===== src/rtl/wshb_rr_arbiter.sv =====
// wshb_rr_arbiter: two-master Wishbone round-robin arbiter with per-grant transfer quota
module wshb_rr_arbiter #(
  parameter int QUOTA = 64
) (
  input  logic        sys_clk,
  input  logic        sys_rst,
  input  logic        m0_cyc,
  input  logic        m0_stb,
  input  logic        m0_we,
  input  logic [31:0] m0_adr,
  input  logic [31:0] m0_dat_ms,
  input  logic [3:0]  m0_sel,
  input  logic [2:0]  m0_cti,
  input  logic [1:0]  m0_bte,
  output logic        m0_ack,
  output logic        m0_err,
  output logic        m0_rty,
  output logic [31:0] m0_dat_sm,
  input  logic        m1_cyc,
  input  logic        m1_stb,
  input  logic        m1_we,
  input  logic [31:0] m1_adr,
  input  logic [31:0] m1_dat_ms,
  input  logic [3:0]  m1_sel,
  input  logic [2:0]  m1_cti,
  input  logic [1:0]  m1_bte,
  output logic        m1_ack,
  output logic        m1_err,
  output logic        m1_rty,
  output logic [31:0] m1_dat_sm,
  output logic        s_cyc,
  output logic        s_stb,
  output logic        s_we,
  output logic [31:0] s_adr,
  output logic [31:0] s_dat_ms,
  output logic [3:0]  s_sel,
  output logic [2:0]  s_cti,
  output logic [1:0]  s_bte,
  input  logic        s_ack,
  input  logic        s_err,
  input  logic        s_rty,
  input  logic [31:0] s_dat_sm
);
  localparam int cw = $clog2(QUOTA + 1);
  localparam logic [cw-1:0] quota_max = cw'(QUOTA);
  typedef enum logic [1:0] {IDLE, GNT0, GNT1} state_t;
  state_t state, state_nx;
  logic last_grant;
  logic [cw-1:0] cnt;
  logic gnt1, own_cyc, oth_cyc, term, yield, act;
  // grant decode, quota preemption and next-state selection
  always_comb begin
    gnt1 = state == GNT1;
    own_cyc = gnt1 ? m1_cyc : m0_cyc;
    oth_cyc = gnt1 ? m0_cyc : m1_cyc;
    term = s_ack | s_err | s_rty;
    yield = cnt == quota_max && oth_cyc;
    act = state != IDLE && !yield && !sys_rst;
    state_nx = state == IDLE ? (m0_cyc && m1_cyc ? (last_grant ? GNT0 : GNT1) :
                                m0_cyc ? GNT0 : m1_cyc ? GNT1 : IDLE) :
               (!own_cyc || yield) ? IDLE : state;
  end
  assign s_cyc = act && own_cyc;
  assign s_stb = act && (gnt1 ? m1_stb : m0_stb);
  assign s_we = gnt1 ? m1_we : m0_we;
  assign s_adr = gnt1 ? m1_adr : m0_adr;
  assign s_dat_ms = gnt1 ? m1_dat_ms : m0_dat_ms;
  assign s_sel = gnt1 ? m1_sel : m0_sel;
  assign s_cti = gnt1 ? m1_cti : m0_cti;
  assign s_bte = gnt1 ? m1_bte : m0_bte;
  assign m0_ack = act && !gnt1 && s_ack;
  assign m0_err = act && !gnt1 && s_err;
  assign m0_rty = act && !gnt1 && s_rty;
  assign m1_ack = act && gnt1 && s_ack;
  assign m1_err = act && gnt1 && s_err;
  assign m1_rty = act && gnt1 && s_rty;
  assign m0_dat_sm = s_dat_sm;
  assign m1_dat_sm = s_dat_sm;
  // state, quota counter (zero while idle, rearmed when quota lapses uncontested) and last grant
  always_ff @(posedge sys_clk) begin
    if (sys_rst) begin
      state <= IDLE;
      cnt <= '0;
      last_grant <= 1'b1;
    end else begin
      state <= state_nx;
      cnt <= state == IDLE ? '0 : cnt == quota_max ? cw'(term) : cnt + cw'(term);
      if (state == IDLE && state_nx != IDLE) last_grant <= state_nx == GNT1;
    end
  end
endmodule


===== config.mk =====
export PLATFORM = sky130hd
export DESIGN_NAME = wshb_rr_arbiter
export DESIGN_NICKNAME = d
export VERILOG_FILES = /design/src/rtl/wshb_rr_arbiter.sv
export SDC_FILE = /design/constraint.sdc
export NUM_CORES = 1
export LEC_CHECK = 0
export BUFFER_PORTS_ARGS = -buffer_cell sky130_fd_sc_hd__buf_2
export CORE_AREA = 8 8 125 127
export DETAILED_ROUTE_END_ITERATION = 8
export DIE_AREA = 0 0 133 135
export GPL_TIMING_DRIVEN = 0
export PLACE_DENSITY = 0.53
export SLEW_MARGIN = 5
export SYNTH_ARGS = -nofsm -noshare
export SYNTH_HDL_FRONTEND = slang
export SYNTH_SLANG_ARGS = --single-unit

===== constraint.sdc =====
create_clock -name sys_clk -period 1.3 [get_ports sys_clk]
set_input_delay 0 -clock sys_clk [delete_from_list [all_inputs] [get_ports sys_clk]]
set_output_delay 0 -clock sys_clk [all_outputs]
set_load 0.1 [all_outputs]

==> results of run 1 <==
==> cell type report <==
cell class | count | share of cell area, %
buffer | 70 | 9.99
timing repair buffer | 332 | 52.4
tap | 180 | 3.74
inverter | 3 | 0.187
sequential | 10 | 3.79
clock buffer | 4 | 1.48
multi-input combinational | 129 | 28.4
==> metal layers <==
| metal | part of all wire, % | vias to the layer above | track usage (%) |
|---|---|---|---|
| met5 | 0 | - | 0 |
| met4 | 1.4 | 0 | 2.52 |
| met3 | 10 | 12 | 4.75 |
| met2 | 57 | 184 | 25.2 |
| met1 | 32 | 1271 | 11.2 |
| li1 | - | 1363 | - |
==> cells in the mapped netlist <==
master / instances
mux2i_1: 1
xor2_1: 2
a31oi_1: 1
buf_2: 3
nor3_2: 1
ha_1: 2
a21oi_1: 4
o21ai_0: 2
nor4b_4: 1
a2111oi_2: 1
a22o_1: 1
nand2_1: 4
or3b_1: 1
buf_4: 68
and2_1: 6
or3_1: 4
buf_6: 1
nor2_1: 6
or4b_4: 1
dfxtp_1: 10
a311oi_1: 1
o32ai_1: 1
xnor2_1: 1
a21o_1: 1
mux2_2: 74
nor3_1: 5
clkbuf_2: 1
nand2b_1: 1
inv_1: 3
a31o_2: 1
nor2b_2: 1
nand3_1: 3
o21bai_1: 2
==> power by group through the flow <==
| stage | clock network (mW) | logic [mW] | registers [mW] |
|---|---|---|---|
| after floorplan | 0 | 3.08 | 0.333 |
| after global placement | 0 | 3.62 | 0.334 |
| after detailed placement | 0 | 3.63 | 0.335 |
| after CTS | 0.617 | 4.69 | 0.328 |
| after global routing | 0.631 | 4.82 | 0.325 |
| final | 0.605 | 4.69 | 0.325 |
==> how the worst max path moves through the flow <==
stage	to	slack [ns]	cells past startpoint
2_1_floorplan	s_cyc	-0.30	5
3_3_place_gp	s_dat_ms[30]	-0.47	5
3_5_place_dp	s_dat_ms[30]	-0.49	5
4_1_cts	s_dat_ms[9]	-0.42	7
5_1_grt	s_dat_ms[9]	-0.45	7
6_report	s_dat_ms[7]	-0.41	7
==> metrics by stage <==
stage / cell area (sq um) / hold slack [ns] / total power [mW]
final: 6010 / 0.0628 / 5.62
after global routing: 6010 / 0.0834 / 5.77
after CTS: 5960 / 0.0532 / 5.63
after detailed placement: 4070 / 0.281 / 3.97
after global placement: 4070 / 0.271 / 3.96
after floorplan: 2330 / 0.0757 / 3.41
==> state kept, by name, summed over array words and instances, names as in the netlist <==
register	flops
last_grant	1
state	2
cnt	7
==> logic make-up after synthesis <==
kind of cell | count (synthesis) | share of synthesized area [%]
multiplexers | 75 | 42.8
flip-flops | 10 | 10.2
AND/OR/NAND/NOR | 34 | 10.7
buffers and inverters | 76 | 28.1
XOR/XNOR | 3 | 1.34
AO/OA/AOI/OAI | 15 | 5.53
adder cells (fa/ha/maj) | 2 | 1.27
==> critical path, delay by kind of cell, from the launching register on <==
family	cells	cell delay, ns
buffers and inverters	5	0.68
DFF	1	0.33
muxes	1	0.31
and+or+nand+nor	1	0.12
==> repair_timing <==
item,in CTS,in global routing
gates resized for setup,389,17
endpoints found under the setup margin,91,89
pin swaps,13,11
gates cloned,6,1
buffers inserted,19,6
==> summary.md, run 1 <==
| Metric | Value |
|---|---|
| Total Wirelength | 12,600 um |
| Worst skew pair latency | 0.24 ns |
| Reg2reg setup slack | -0.07 ns |
| Switch Pwr | 3.13 mW |
| CP Launch Point | state[1]$_SDFF_PP0_ |
| Power share of the clock group | 10.8% |
| Port-buffer cells | 302 |
| Share of layout cells above drive strength 1 | 94.7% |
| First-pass GRT wire length | 18,100 um |
| Hold worst-path end | state[0]$_SDFF_PP0_ |
| Number of cell rows | 43 |
| Final net count | 740 |
| H-Tree Depth | 1 |
| Area occupied by registers | 228 sq um |
| Setup repair after global routing missed its margin | true |
| Final HPWL DP | 9920 um |
| Sequential fraction of design power | 5.8% |
| Crit-path max FO | 6 |
| Cell Count, Final, Fillers Out | 728 |
| Die width | 133 um |
| ANT nets after route | 0 |
| Max-slew violation count | 0 |
| Setup slack after layout | -0.414 ns |
| Root buf cell | clkbuf_16 |
| Diodes inserted | 0 |
| Clock buffer depth | 2 |
| Minimum clock period | 1.71 ns |
| VDD IR-drop max | 0.505 mV |
| Tightest Pin Transition | 0.496 ns |
| Syn avg cell area | 9.15 sq um |
| Starting density of the core | 14.5% |
| Num CTS Buffers | 3 |
| Crit Path Class | flop to output port |
| Top cell type's share of synthesized area | 42.3% |
| Reg-to-Reg End | state[1]$_SDFF_PP0_ |
| Commonest non-fill, non-tap cell in the layout | buf_2 |
| Outcome | finished with violations |
| Worst path slowest cell | dfxtp_4 |
| Final setup fails | 87 |
| Initial DRT Pass Iterations | 4 |
| Sink Count | 10 |
| Sequential-to-total area share from yosys stat | 10.2% |
| Area of the multi-input gates | 0.00171 sq mm |
| Via count | 2,830 |
| Routed len/inst | 17.3 um |
| DRC viols | 0 |
| Antenna violations before repair | 0 |
| Synth area leader | mux2_2 |
| Setup Skew | 0.00318 ns |
| Largest net degree at the start of global routing | 11 |
| Post-layout util | 44.2% |
| DP Worst Slack | -0.494 ns |
| 1st-iter DRT viols | 33 |
| Switching share of power | 55.6% |
| Critical Path Source Type | flop |
| Total of fill cells in the finished design | 1,246 |
| CP dominant cell by count | buf_12 |
| CTS tree | built |
| Core Area | 0.0136 sq mm |
| Chip Height | 135 um |
| Number of vias per cell | 3.89 |
| Data required time of the worst path | 1.30 ns |
| Placed insts | 697 |
| Syn nets | 406 |
| Rel. slew slack | 67.1% |
| Power Internal | 2.50 mW |
| Crit. End Element | output port |
| Hold Crit Depth | 2 |
| Power per cell area | 935 mW/mm^2 |
| Post-synthesis cell area | 0.00197 sq mm |
| Hold Buf Count CTS | 0 |
| Synth Instances | 215 |
| CP max stage delay | 0.33 ns |
| Min-delay src | sys_rst |
| Yosys reg bits | 10 |
| Netlist cell types | 33 |
| RD Place Congestion | 0.813 |
| MaxCap Viol Count | 0 |
| Hold Crit Class | input pin to flop |
| R2r worst-path depth | 3 |
| Crit path cell chain | nor2b_4 -> buf_12 -> buf_12 -> buf_12 -> buf_16 -> mux2_4 -> buf_12 |
| All-layer global routing usage | 12.4% |
| IO Count | 335 |
| Area Growth Syn to Fin | 206% |
| R2R Path Start | cnt[5]$_SDFF_PP0_ |
| Vias in the first global route | 3,328 |
| GR Overflow Total | 0 |
| Static leakage | 3.01 nW |
| Die Area | 0.0180 sq mm |
| Crit path DAT | 1.71 ns |
| Worst-path clk slew | 0.04 ns |
| Synthesis warning total | 0 |
| Final Hold Viols | 0 |
| Most frequent cells in the layout | buf_2 (220), buf_12 (93), buf_4 (77) |
| Setup TNS | -26.86 ns |
| Fin crit share | 132% |
| F_max | 0.583 GHz |
| Failing checks | negative setup slack |
| Dominant cells by area after synthesis | mux2_2 (42%), buf_4 (26%), dfxtp_1 (10%) |
| Gate power share | 83.5% |
(Power assumes the default switching activity.)
==> run 2: changes to the inputs <==
Settings changed: CTS_BUF_LIST from default to sky130_fd_sc_hd__clkbuf_16.
==> run 2 against run 1 <==
Against the previous run:
- the run still ends with negative setup slack left
- via count decreased by 0.49%
- critical path depth unchanged
- sequential cell count unchanged
- power down 1.0%
- utilization shrank 0.13 points
- worst setup slack worse by 0.0020 ns
- hold slack worse by 0.0013 ns
- sequential power barely moved
- sequential share of layout area about the same
- fmax fell by 0.12%
- register-to-register slack is essentially flat
- critical endpoint unchanged
- largest cell class unchanged
- largest power group unchanged
==> summary.md, run 2 (synthesized netlist as in run 1, its figures left out) <==
| Metric | Value |
|---|---|
| Total Wirelength | 12,600 um (+0.28%) |
| R2R Path Start | cnt[5]$_SDFF_PP0_ |
| Setup repair after global routing missed its margin | true |
| Core Area | 0.0136 sq mm (unchanged) |
| Hold Crit Class | input pin to flop |
| Min-delay src | sys_rst |
| Crit-path max FO | 6 (unchanged) |
| Critical Path Source Type | flop |
| Number of vias per cell | 3.87 (-0.49%) |
| Vias in the first global route | 3,336 (+0.24%) |
| Num CTS Buffers | 3 (unchanged) |
| Crit Path Class | flop to output port |
| ANT nets after route | 0 (unchanged) |
| Setup Skew | 0.00353 ns (+0.000353 ns) |
| Root buf cell | clkbuf_16 |
| First-pass GRT wire length | 18,200 um (+0.46%) |
| Outcome | finished with violations |
| VDD IR-drop max | 0.501 mV (-0.69%) |
| Design Area, Final | 0.00600 sq mm (-0.29%) |
| Sink Count | 10 (unchanged) |
| Largest net degree at the start of global routing | 11 (unchanged) |
| Static leakage | 3.01 nW (-0.18%) |
| DRC viols | 0 (unchanged) |
| Starting density of the core | 14.5% (unchanged) |
| Power per cell area | 928 mW/mm^2 (-0.74%) |
| Port-buffer cells | 302 (unchanged) |
| Fin crit share | 132% (+0.15 points) |
| CP Launch Point | state[1]$_SDFF_PP0_ |
| Die Area | 0.0180 sq mm (unchanged) |
| Most frequent cells in the layout | buf_2 (220), buf_12 (93), buf_4 (77) |
| Final net count | 740 (unchanged) |
| All-layer global routing usage | 12.5% (+0.10 points) |
| 1st-iter DRT viols | 25 (-24%) |
| Die width | 133 um (unchanged) |
| Via count | 2,816 (-0.49%) |
| Setup slack after layout | -0.416 ns (-0.00201 ns) |
| Placement Cell Area | 0.00407 sq mm (unchanged) |
| Top flop regs | cnt: 7 flops, state: 2 flops, last_grant: 1 flops |
| Setup TNS | -27.01 ns (-0.149 ns) |
| Share of layout cells above drive strength 1 | 94.3% (-0.36 points) |
| Worst-path clk slew | 0.04 ns (about the same) |
| Worst hold slack | 0.0615 ns (-0.00129 ns) |
| RD Place Congestion | 0.813 (unchanged) |
| Largest reg by FF count | cnt |
| Initial DRT Pass Iterations | 3 (-1) |
| Crit path DAT | 1.72 ns (about the same) |
| Commonest non-fill, non-tap cell in the layout | buf_2 |
| F_max | 0.583 GHz (-0.12%) |
| Final setup fails | 84 (-3.4%) |
| Clock buffer depth | 2 (unchanged) |
| Tightest Pin Transition | 0.501 ns (+0.00421 ns) |
| Max reg flops | 7 (unchanged) |
| CTS tree | built |
| Area Growth Syn to Fin | 205% |
| Minimum clock period | 1.72 ns (+0.00201 ns) |
| GR Overflow Total | 0 (unchanged) |
| Diodes inserted | 0 (unchanged) |
| Number of cell rows | 43 (unchanged) |
| Final HPWL DP | 9920 um (unchanged) |
| Data required time of the worst path | 1.30 ns (about the same) |
| DP Worst Slack | -0.494 ns (unchanged) |
| Post-layout util | 44.1% (-0.13 points) |
| MaxCap Viol Count | 0 (unchanged) |
| Routed len/inst | 17.3 um (+0.28%) |
| H-Tree Depth | 1 (unchanged) |
| Rel. slew slack | 66.9% (-0.28 points) |
| IO Count | 335 (unchanged) |
| Chip Height | 135 um (unchanged) |
| Max-slew violation count | 0 (unchanged) |
| Crit. End Element | output port |
| Failing checks | negative setup slack |
| Worst skew pair latency | 0.24 ns (about the same) |
| Final Hold Viols | 0 (unchanged) |
| Antenna violations before repair | 0 (unchanged) |
==> run 2: cell count changes in the layout (fill, tap and decap cells not counted) <==
cell / before / now
nor2_1: 3 / 4
clkbuf_8: 1 / 0
clkinv_1: 0 / 1
nor2_4: 2 / 1
==> run 2: report_power, final <==
| part | switching, mW | total, mW | leakage, nW | internal [mW] |
|---|---|---|---|---|
| clock network | 0.145 | 0.549 | 0.0385 | 0.403 |
| registers | 0.0137 | 0.325 | 0.0871 | 0.311 |
| logic | 2.97 | 4.69 | 2.88 | 1.72 |
| total | 3.13 | 5.56 | 3.01 | 2.44 |
==> run 2: metrics by stage <==
stage	total power [mW]	std cells
finish	5.56	728
global route	5.72	728
CTS	5.58	725
detailed placement	3.97	697
global placement	3.96	697
floorplan	3.41	215
==> run 2: worst paths after layout <==
kind | end | slack, ns | depth (start not counted)
max | s_dat_ms[7] | -0.42 | 7
min | state[0]$_SDFF_PP0_ | 0.06 | 2
max reg2reg | state[1]$_SDFF_PP0_ | -0.07 | 3
min reg2reg | last_grant$_SDFFE_PP1P_ | 0.53 | 2
==> run 2: cell type report <==
type,count,area (sq um)
Fill cell,1252,7610
Timing Repair Buffer,332,3150
Multi-Input combinational cell,129,1700
Buffer,70,601
Sequential cell,10,228
Tap cell,180,225
Clock buffer,3,75.1
Inverter,3,11.3
Clock inverter,1,3.75
==> run 2: what timing repair did <==
action / in CTS / in global routing
endpoints found under the setup margin: 91 / 88
cloned: 6 / 1
buffers inserted: 19 / 6
endpoints found under the hold margin: 0 / 0
hold buffers: 0 / 0
pin swaps: 13 / 10
gates resized for setup: 389 / 15
==> run 2: metal layers <==
metal	GRT usage [%]	routed length, um	vias to the layer above
met5	0	0	-
met4	2.40	152	0
met3	5.05	1260	11
met2	25.4	7160	181
met1	11.2	4020	1260
li1	-	-	1364
==> run 2: worst max-delay path, stage by stage (launching register included) <==
cell	delay (ns)
dfxtp_4	0.33
nor2b_4	0.12
buf_12	0.12
buf_12	0.13
buf_12	0.13
buf_16	0.13
mux2_4	0.31
buf_12	0.17
